**src/rtl/spi_mem_arbiter.sv**
```systemverilog
// spi_mem_arbiter
// Shares one serial memory controller between CPU instruction fetch (port I)
// and CPU data/AMO access (port D). Round-robin grant, a lock that keeps the
// grant on D across an atomic read-modify-write, and a per-transaction
// watchdog that completes a stalled transfer with an error.
//
// Ports:
//   clk, rst                       clock, synchronous active-high reset
//   i_valid/i_addr                 fetch request (read only), held until i_ready
//   i_ready/i_rdata/i_err          one-cycle fetch completion, data, timeout flag
//   d_valid/d_addr/d_wdata/d_wstrb data request (wstrb 0 = read), held until d_ready
//   d_lock                         keep grant on D after this completion
//   d_ready/d_rdata/d_err          one-cycle data completion, data, timeout flag
//   mem_valid/mem_addr/mem_wdata/mem_wstrb  request to memory controller
//   mem_ready/mem_rdata            controller completion pulse and read data
//   busy                           a transfer is in flight
module spi_mem_arbiter #(
  parameter int unsigned ADDR_W  = 24,
  parameter int unsigned TIMEOUT = 1023,
  parameter int unsigned TO_W    = 10
) (
  input  logic              clk,
  input  logic              rst,
  input  logic              i_valid,
  input  logic [ADDR_W-1:0] i_addr,
  output logic              i_ready,
  output logic [31:0]       i_rdata,
  output logic              i_err,
  input  logic              d_valid,
  input  logic [ADDR_W-1:0] d_addr,
  input  logic [31:0]       d_wdata,
  input  logic [3:0]        d_wstrb,
  input  logic              d_lock,
  output logic              d_ready,
  output logic [31:0]       d_rdata,
  output logic              d_err,
  output logic              mem_valid,
  output logic [ADDR_W-1:0] mem_addr,
  output logic [31:0]       mem_wdata,
  output logic [3:0]        mem_wstrb,
  input  logic              mem_ready,
  input  logic [31:0]       mem_rdata,
  output logic              busy
);

  localparam logic [1:0] IDLE  = 2'd0;
  localparam logic [1:0] GNT_I = 2'd1;
  localparam logic [1:0] GNT_D = 2'd2;

  logic [1:0]      state;
  logic            last_d;   // last completed grant was D
  logic            locked;
  logic [TO_W-1:0] wdog;
  logic            wdog_expired;

  // wdog is 0 in the first granted cycle, so the transfer is abandoned after
  // exactly TIMEOUT cycles of mem_valid without mem_ready.
  assign wdog_expired = (wdog == TO_W'(TIMEOUT - 1));
  assign busy         = (state != IDLE);

  always_ff @(posedge clk) begin
    if (rst) begin
      state     <= IDLE;
      last_d    <= 1'b1;
      locked    <= 1'b0;
      wdog      <= '0;
      mem_valid <= 1'b0;
      mem_addr  <= '0;
      mem_wdata <= '0;
      mem_wstrb <= '0;
      i_ready   <= 1'b0;
      i_rdata   <= '0;
      i_err     <= 1'b0;
      d_ready   <= 1'b0;
      d_rdata   <= '0;
      d_err     <= 1'b0;
    end else begin
      i_ready <= 1'b0;
      i_rdata <= '0;
      i_err   <= 1'b0;
      d_ready <= 1'b0;
      d_rdata <= '0;
      d_err   <= 1'b0;

      case (state)
        IDLE: begin
          // The requester still holds valid during its ready cycle; skipping
          // arbitration then avoids re-granting a request already served.
          if (!i_ready && !d_ready) begin
            if (d_valid && (locked || !i_valid || !last_d)) begin
              state     <= GNT_D;
              mem_valid <= 1'b1;
              mem_addr  <= d_addr;
              mem_wdata <= d_wdata;
              mem_wstrb <= d_wstrb;
              wdog      <= '0;
            end else if (i_valid && !locked) begin
              state     <= GNT_I;
              mem_valid <= 1'b1;
              mem_addr  <= i_addr;
              mem_wdata <= '0;
              mem_wstrb <= '0;
              wdog      <= '0;
            end
          end
        end

        GNT_I, GNT_D: begin
          // mem_ready takes priority over a simultaneous watchdog expiry
          if (mem_ready || wdog_expired) begin
            state     <= IDLE;
            mem_valid <= 1'b0;
            mem_addr  <= '0;
            mem_wdata <= '0;
            mem_wstrb <= '0;
            wdog      <= '0;
            last_d    <= (state == GNT_D);
            if (state == GNT_I) begin
              i_ready <= 1'b1;
              i_err   <= !mem_ready;
              i_rdata <= mem_ready ? mem_rdata : '0;
            end else begin
              d_ready <= 1'b1;
              d_err   <= !mem_ready;
              d_rdata <= mem_ready ? mem_rdata : '0;
              locked  <= mem_ready ? d_lock : 1'b0;
            end
          end else begin
            wdog <= wdog + 1'b1;
          end
        end

        default: state <= IDLE;
      endcase
    end
  end

endmodule

```
**config.mk**
```make
export PLATFORM = sky130hd
export DESIGN_NAME = spi_mem_arbiter
export DESIGN_NICKNAME = d
export VERILOG_FILES = /design/src/rtl/spi_mem_arbiter.sv
export SDC_FILE = /design/constraint.sdc
export NUM_CORES = 1
export LEC_CHECK = 0
export CORE_MARGIN = 2
export CORE_UTILIZATION = 40
export DETAILED_ROUTE_END_ITERATION = 8
export PLACE_DENSITY_LB_ADDON = 0.2
export SLEW_MARGIN = 15
export SYNTH_ARGS = -nofsm -noshare
export SYNTH_HDL_FRONTEND = slang
export SYNTH_SLANG_ARGS = --single-unit
export TNS_END_PERCENT = 1
```
**constraint.sdc**
```tcl
create_clock -name clk -period 3.2 [get_ports clk]
set_input_delay 0.48 -clock clk [delete_from_list [all_inputs] [get_ports clk]]
set_output_delay 0.48 -clock clk [all_outputs]
set_load 0.03 [all_outputs]
```
## After elaboration in Yosys (flattened, before gate mapping)

Index checks and enable logic that the tools add are counted.

| storage, ports and cells | value |
|---|---|
| register bits | 143 |
| bits in latches | 0 |
| memory bits (writable) | 0 |
| bits in read-only memories | 0 |
| output and inout port bits | 130 |
| word-level logic and storage cells | 82 |
| memories | 0 |

| cells by class | value |
|---|---|
| add/sub/neg operators | 1 |
| multipliers | 0 |
| divide/modulo/power cells | 0 |
| $lt $le $gt $ge | 0 |
| eq/ne operators | 6 |
| shifts and indexed selects | 0 |
| mux-type cells | 34 |
| bitwise operators | 3 |
| reductions and logical operators | 24 |

Operator list:

| kind | number |
|---|---|
| $mux 32 | 5 |
| $mux 24 | 4 |
| $pmux 32 s2 | 1 |
| $pmux 24 s2 | 1 |
| $mux 10 | 4 |
| $pmux 10 s2 | 1 |
| $mux 4 | 4 |
| $add 10x1->10 const B | 1 |
| $eq 10x10->1 const B | 1 |
| $reduce_and 3->1 | 3 |
| $mux 2 | 4 |
| $pmux 4 s2 | 1 |
| $reduce_or 4->1 | 2 |
| $mux 1 | 7 |
| $logic_not 1->1 | 6 |
| $ne 2x2->1 const B | 2 |
| $pmux 2 s2 | 1 |
| $reduce_and 4->1 | 1 |
| $reduce_bool 2->1 | 2 |
| $logic_and 1x1->1 | 3 |
| $logic_or 1x1->1 | 3 |
| $ne 3x3->1 const B | 1 |
| $not 1->1 | 3 |
| $reduce_or 3->1 | 1 |
| 6 further kinds | 6 |

## Longest topological paths before layout

Gate-level depths: netlist of run 1.

| logic depth | value |
|---|---|
| word-level depth | 7 |
| gate-level depth with buffers | 8 |
| mapped depth without buffers | 6 |

## Least setup slack after synthesis of run 1

No wires, ideal clock.

| timing path | value |
|---|---|
| path type | register to register |
| start | reg state[0] |
| end | reg mem_wdata[10] |
| library setup time | 0.060 ns |
| arrival time | 1.824 ns |
| setup slack | 1.317 ns |
| stages on the path, launching flop included | 8 |
| buffers on the path | 1 |
| clock period less this slack | 1.883 ns |
| cell sequence | dfxtp_1 -> inv_1 -> ha_1 -> nor3b_1 -> o211ai_1 -> nor2_2 -> buf_2 -> a22o_1 |

| on the way | value |
|---|---|
| longest elaborated chain between the ends | 4 |

RTL lines:

| what | RTL line | text |
|---|---|---|
| start: declaration | 50 | `logic [1:0] state;` |
| start signal: assignment | 63 | `state <= IDLE;` |
| start signal: assignment | 91 | `state <= GNT_D;` |
| start signal: assignment | 98 | `state <= GNT_I;` |
| $eq 2x2->1 or $eq 2x1->1 (tied branches) | 85 | `case (state)` |
| $reduce_or 2->1 | 85 |  |
| $ne 2x2->1 (no line) or $reduce_bool 2->1 (tied branches) | n/a |  |
| $reduce_and 4->1 (no line) | n/a |  |
| end signal: assignment | 94 | `mem_wdata <= d_wdata;` |
| end: declaration | 39 | `output logic [31:0] mem_wdata,` |

Parallel ways exist; a longest one is shown, timed or not.
A chain may end at the register's enable or synchronous reset.

## Worst setup path after layout of run 1

| timing path | value |
|---|---|
| start | reg state[0] |
| end | out busy |

| on the way | value |
|---|---|
| longest elaborated chain between the ends | 1 |

RTL lines:

| what | RTL line | text |
|---|---|---|
| $reduce_bool 2->1 | 59 | `assign busy = (state != IDLE);` |
| end: declaration | 43 | `output logic busy` |

Every way passes these cells.

==> results of run 1 <==
final cells by class:
class / count / share of cell area, %
clock buffer: 19 / 5.51
clock inverter: 13 / 2.19
inverter: 6 / 0.280
multi-input combinational: 274 / 22.2
sequential: 143 / 35.6
tap: 147 / 2.29
timing repair buffer: 259 / 32.0
worst max-delay path: stages (launching register included):
cell and delay [ns]:
dfxtp_1 0.38, inv_1 0.08, ha_1 0.30, inv_1 0.11, clkdlybuf4s50_1 0.71
state kept, by name, summed over array words and instances (netlist names), 2 cells and up:
signal / flops
d_rdata: 32
i_rdata: 32
mem_addr: 24
mem_wdata: 32
mem_wstrb: 4
state: 2
wdog: 10
through the flow:
step           power, mW  setup WS, ns  cell area (µm²)
2_1_floorplan       2.96          1.32             4830
3_3_place_gp        3.61         0.557             7420
3_5_place_dp        3.62         0.509             7420
4_1_cts             5.67         0.719             8040
5_1_grt             5.87         0.621             8050
6_report            5.64         0.737             8050
logic make-up after synthesis:
kind of cell,share of synthesized area [%]
compound gates,16.7
fa+ha+maj,1.55
buf+inv,4.06
flops,59.2
mux,4.97
simple gates,13.5
cells in the final DEF (no fill, tap or decap), types with 2 or more instances in the layout:
cell and count:
clkbuf_16 17, a31oi_1 6, o211ai_1 2, o21ai_1 2
dfxtp_1 143, mux2i_1 24, a311oi_1 2, nand3_1 9
a21oi_1 7, nand2b_1 5, nor2_1 67, and4_1 2
nand4b_1 2, clkinv_4 2, buf_4 8, bufinv_16 3
inv_6 4, clkinvlp_4 3, a41oi_1 2, nor3_1 2
a22o_1 36, inv_1 6, o2bb2ai_1 24, nand2_1 42
clkdlybuf4s50_1 251, ha_1 6, or4_1 6, nand4_1 3
o21ai_0 6, nor2b_1 3
routing by layer:
layer	vias up	track usage (%)	routed length, µm
li1	2095	-	-
met4	0	6.99	235
met3	18	9.67	1510
met5	-	0	0
met2	211	35.7	6480
met1	1965	24.4	5630
where the power goes:
part           leakage, nW  internal, mW  total [mW]  switching, mW
Sequential            1.16          1.98        2.08          0.101
Clock                0.293          1.26        2.05          0.783
Combinational         1.62         0.635        1.51          0.876
Total                 3.08          3.88        5.64           1.76
worst paths after layout:
kind	start	to	slack, ns	cells after the start
max	state[0]	busy	0.74	4
min	mem_addr[6]	mem_addr[6]	0.47	1
max reg2reg	state[0]	mem_wdata[20]	0.75	7
min reg2reg	mem_addr[6]	mem_addr[6]	0.47	1
==> results.json, run 1 <==
{
  "stdcell_count": 861,
  "antenna_found_initial": 0,
  "synth_edf_count": 0,
  "io_buffer_count": 251,
  "via_per_inst": 4.98,
  "post-cts-setup-buffer-count": 0,
  "fp.dieW_um": 114,
  "drtPass1Iterations": 4,
  "dpl.hpwl_um": 9980,
  "cts_made_buffers": 17,
  "hold_violations": 0,
  "die_area_mm2": 0.0130,
  "hold-worst-slack_ns": 0.465,
  "status": "finished, final reports clean",
  "fin_nets": 829,
  "cts_buffer_depth": 2,
  "critical_path_class": "register to output port",
  "grt_pass1_wl_um": 21700,
  "wl_per_cell_um": 16.1,
  "die_y_um": 114,
  "grt_pass1_vias": 4267,
  "crit_arrival_ns": 1.98,
  "drt_iter0_markers": 254,
  "fillerInstances": 934,
  "final_util_pct": 67.5,
  "cts_hold_buf": 0,
  "synth.area.top_cells": "dfxtp_1, a22o_1, nor2_1",
  "grt_max_degree": 61,
  "finalSetupViolCount": 0,
  "routed-via-count": 4289,
  "ant_nets": 0,
  "yosysMostFrequentCell": "dfxtp_1",
  "seq_area_frac_synth_pct": 59.2,
  "wl_um": 13900,
  "synth_ff_type": "dfxtp_1",
  "synth_nets": 584,
  "critPathCaptureType": "output port",
  "cts-resized-gates": 0,
  "netlist_top_cells_count": "dfxtp_1, nor2_1, nand2_1, a22o_1",
  "synth_area_leader_cell": "dfxtp_1",
  "tns_ns": 0,
  "async_flop_share_pct": 0,
  "register_area_mm2": 0.00286,
  "drv_slew": 0,
  "syn-instance-count": 456,
  "ys_warn_count": 0,
  "pwr_density_cell_mw_per_mm2": 700,
  "fin_crit_sh_pct": 77.0,
  "multi_input_area_mm2": 0.00178,
  "gr-total-overflow": 0,
  "yosysTopAreaCellShare_pct": 59.2,
  "clock_sink_count": 143,
  "fp-row-count": 40,
  "area_delta_synth_final_pct": 66.4,
  "core_area_mm2": 0.0119,
  "cts_tree": "yes",
  "synth_area_mm2": 0.00483,
  "clockRootBuffer": "clkbuf_16",
  "rsz0062_at_grt": "no",
  "fmax_mhz": 406,
  "avgSynthCellArea_um2": 10.6,
  "drive_gt1_share_pct": 6.44,
  "fin_crit_ns": 2.46,
  "worst-path-max-fanout": 7,
  "initial_core_util_pct": 40.6,
  "worst_slew_pin_slew_ns": 0.681,
  "n_antenna_cell": 0,
  "drv_cap": 0,
  "ctsHtreeMaxLevel": 4,
  "start_kind": "register",
  "track_usage_pct": 21.3,
  "ios": 252,
  "ys_seq_elements": 143,
  "dp.cells": 829,
  "cp.required_ns": 2.72,
  "clk_latency_ns": 0.42,
  "post-route-drc-count": 0,
  "min_path_type": "register to register",
  "power_leakage_nw": 3.08,
  "ir_worst_vdd_mv": 0.369,
  "clock_skew_ns": 0.0124,
  "relSlewSlack_pct": 54.4,
  "synth.distinct_cells": 41,
  "path_clk_slew_ns": 0.06,
  "gp_congestion": 0.837
}
(Power assumes the default switching activity.)
==> run 2, diff against run 1 <==
--- a/config.mk
+++ b/config.mk
@@ -6,7 +6,7 @@
 export NUM_CORES = 1
 export LEC_CHECK = 0
 export CORE_MARGIN = 2
-export CORE_UTILIZATION = 40
+export CORE_UTILIZATION = 39
 export DETAILED_ROUTE_END_ITERATION = 8
 export PLACE_DENSITY_LB_ADDON = 0.2
 export SLEW_MARGIN = 15
==> constraint.sdc (replaced) <==
create_clock -name clk -period 2.6 [get_ports clk]
set_input_delay 0.39 -clock clk [delete_from_list [all_inputs] [get_ports clk]]
set_output_delay 0.39 -clock clk [all_outputs]
set_load 0.03 [all_outputs]
==> run 2 against run 1 <==
  * Non-clock buffer count increased by 1
  * Combinational power increased by 25%
  * Sequential power is 23% higher
  * Sequential cell count unchanged
  * Cell area is 0.11% lower
  * Sequential share of layout area about the same
  * Via count rose by 0.58%
  * Hold slack lost 0.0043 ns
  * Largest cell class unchanged
==> results.json, run 2 (same netlist as run 1, synthesis figures left out) <==
{
  "critical_path.startpoint": "state[0]",
  "via_per_inst": 4.89,
  "pwr_density_cell_mw_per_mm2": 836,
  "worst_slack_ns": 0.248,
  "cts-resized-gates": 0,
  "grt_pass1_vias": 4278,
  "drv_cap": 0,
  "core_area_mm2": 0.0121,
  "grt_pass1_wl_um": 21600,
  "cts_buffer_depth": 2,
  "die_area_mm2": 0.0133,
  "routed-via-count": 4314,
  "antenna_found_initial": 0,
  "relSlewSlack_pct": 52.5,
  "status": "finished, final reports clean",
  "critPathCaptureType": "output port",
  "clock_skew_ns": 0.00895,
  "wl_per_cell_um": 15.8,
  "tns_ns": 0,
  "max_stage_delay_ns": 0.69,
  "crit_top_cell": "inv_1",
  "top_regs": "d_rdata x32, i_rdata x32, mem_wdata x32",
  "hold-worst-slack_ns": 0.461,
  "area_delta_synth_final_pct": 66.2,
  "ctsHtreeMaxLevel": 4,
  "final_cell_mix": "clkdlybuf4s50_1, dfxtp_1, nor2_1, nand2_1, a22o_1",
  "fmax_mhz": 425,
  "hold_violations": 0,
  "power_leakage_nw": 3.07,
  "dp.cells": 851,
  "ios": 252,
  "post-cts-setup-buffer-count": 0,
  "cp.required_ns": 2.21,
  "ant_nets": 0,
  "worst-path-max-fanout": 7,
  "rsz0062_at_grt": "no",
  "clk_latency_ns": 0.42,
  "cp_slowest_cell": "clkdlybuf4s50_1",
  "critical_path_class": "register to output port",
  "placed_area_mm2": 0.00748,
  "fin_nets": 830,
  "worst_slew_pin_slew_ns": 0.709,
  "n_antenna_cell": 0,
  "fp-row-count": 40,
  "clock_sink_count": 143,
  "start_kind": "register",
  "path_clk_slew_ns": 0.06,
  "io_buffer_count": 251,
  "crit_arrival_ns": 1.96,
  "layout_commonest_cell": "clkdlybuf4s50_1",
  "grt_max_degree": 61,
  "post-place-ws_ns": 0.370,
  "final_util_pct": 66.6,
  "hold_path_startpoint": "mem_addr[3]",
  "die_y_um": 115,
  "cp_cell_sequence": "inv_1 > ha_1 > inv_1 > clkdlybuf4s50_1",
  "wl_um": 13900,
  "dpl.hpwl_um": 10000,
  "post-route-drc-count": 0,
  "critPathTopFamily": "buffers and inverters",
  "p_total_mw": 6.72,
  "cts_tree": "yes",
  "gr-total-overflow": 0,
  "initial_core_util_pct": 40.1,
  "drtPass1Iterations": 4,
  "stdcell_count": 882,
  "cts_made_buffers": 17,
  "drv_slew": 0,
  "crit_buf_inv": 3,
  "clockRootBuffer": "clkbuf_16",
  "drive_gt1_share_pct": 6.44,
  "track_usage_pct": 21.0,
  "fin_crit_ns": 2.35,
  "min_path_type": "register to register",
  "finalSetupViolCount": 0,
  "gp_congestion": 0.800,
  "cts_hold_buf": 0,
  "r2r_start": "state[0]",
  "fin_crit_sh_pct": 90.5,
  "final_area_mm2": 0.00804,
  "drt_iter0_markers": 229,
  "ir_worst_vdd_mv": 0.418,
  "fp.dieW_um": 115
}
-- run 2: area by class of cell --
type,instances,area (µm²)
sequential,143,2860
tap,168,210
fill,947,4030
clock inverter,13,114
multi-input combinational,274,1780
timing repair buffer,260,2610
inverter,6,22.5
clock buffer,18,439
-- run 2: final timing paths --
| kind | cells past startpoint | slack (ns) | endpoint |
|---|---|---|---|
| setup / recovery | 4 | 0.25 | busy |
| hold / removal | 1 | 0.46 | mem_addr[3] |
| setup reg to reg | 6 | 0.38 | wdog[5] |
| hold reg to reg | 1 | 0.46 | mem_addr[3] |
-- run 2: power breakdown --
group	internal, mW	total (mW)	switching (mW)	leakage (nW)
Sequential	2.43	2.56	0.126	1.16
Clock	1.34	2.27	0.930	0.272
Combinational	0.803	1.89	1.09	1.63
-- run 2: routing by layer --
layer	share of wire, %	vias to the layer above	track usage, %
met5	0	-	0
met4	2.5	0	8.67
met3	11	26	9.70
met2	47	213	35.5
met1	39	1983	22.6
li1	-	2092	-
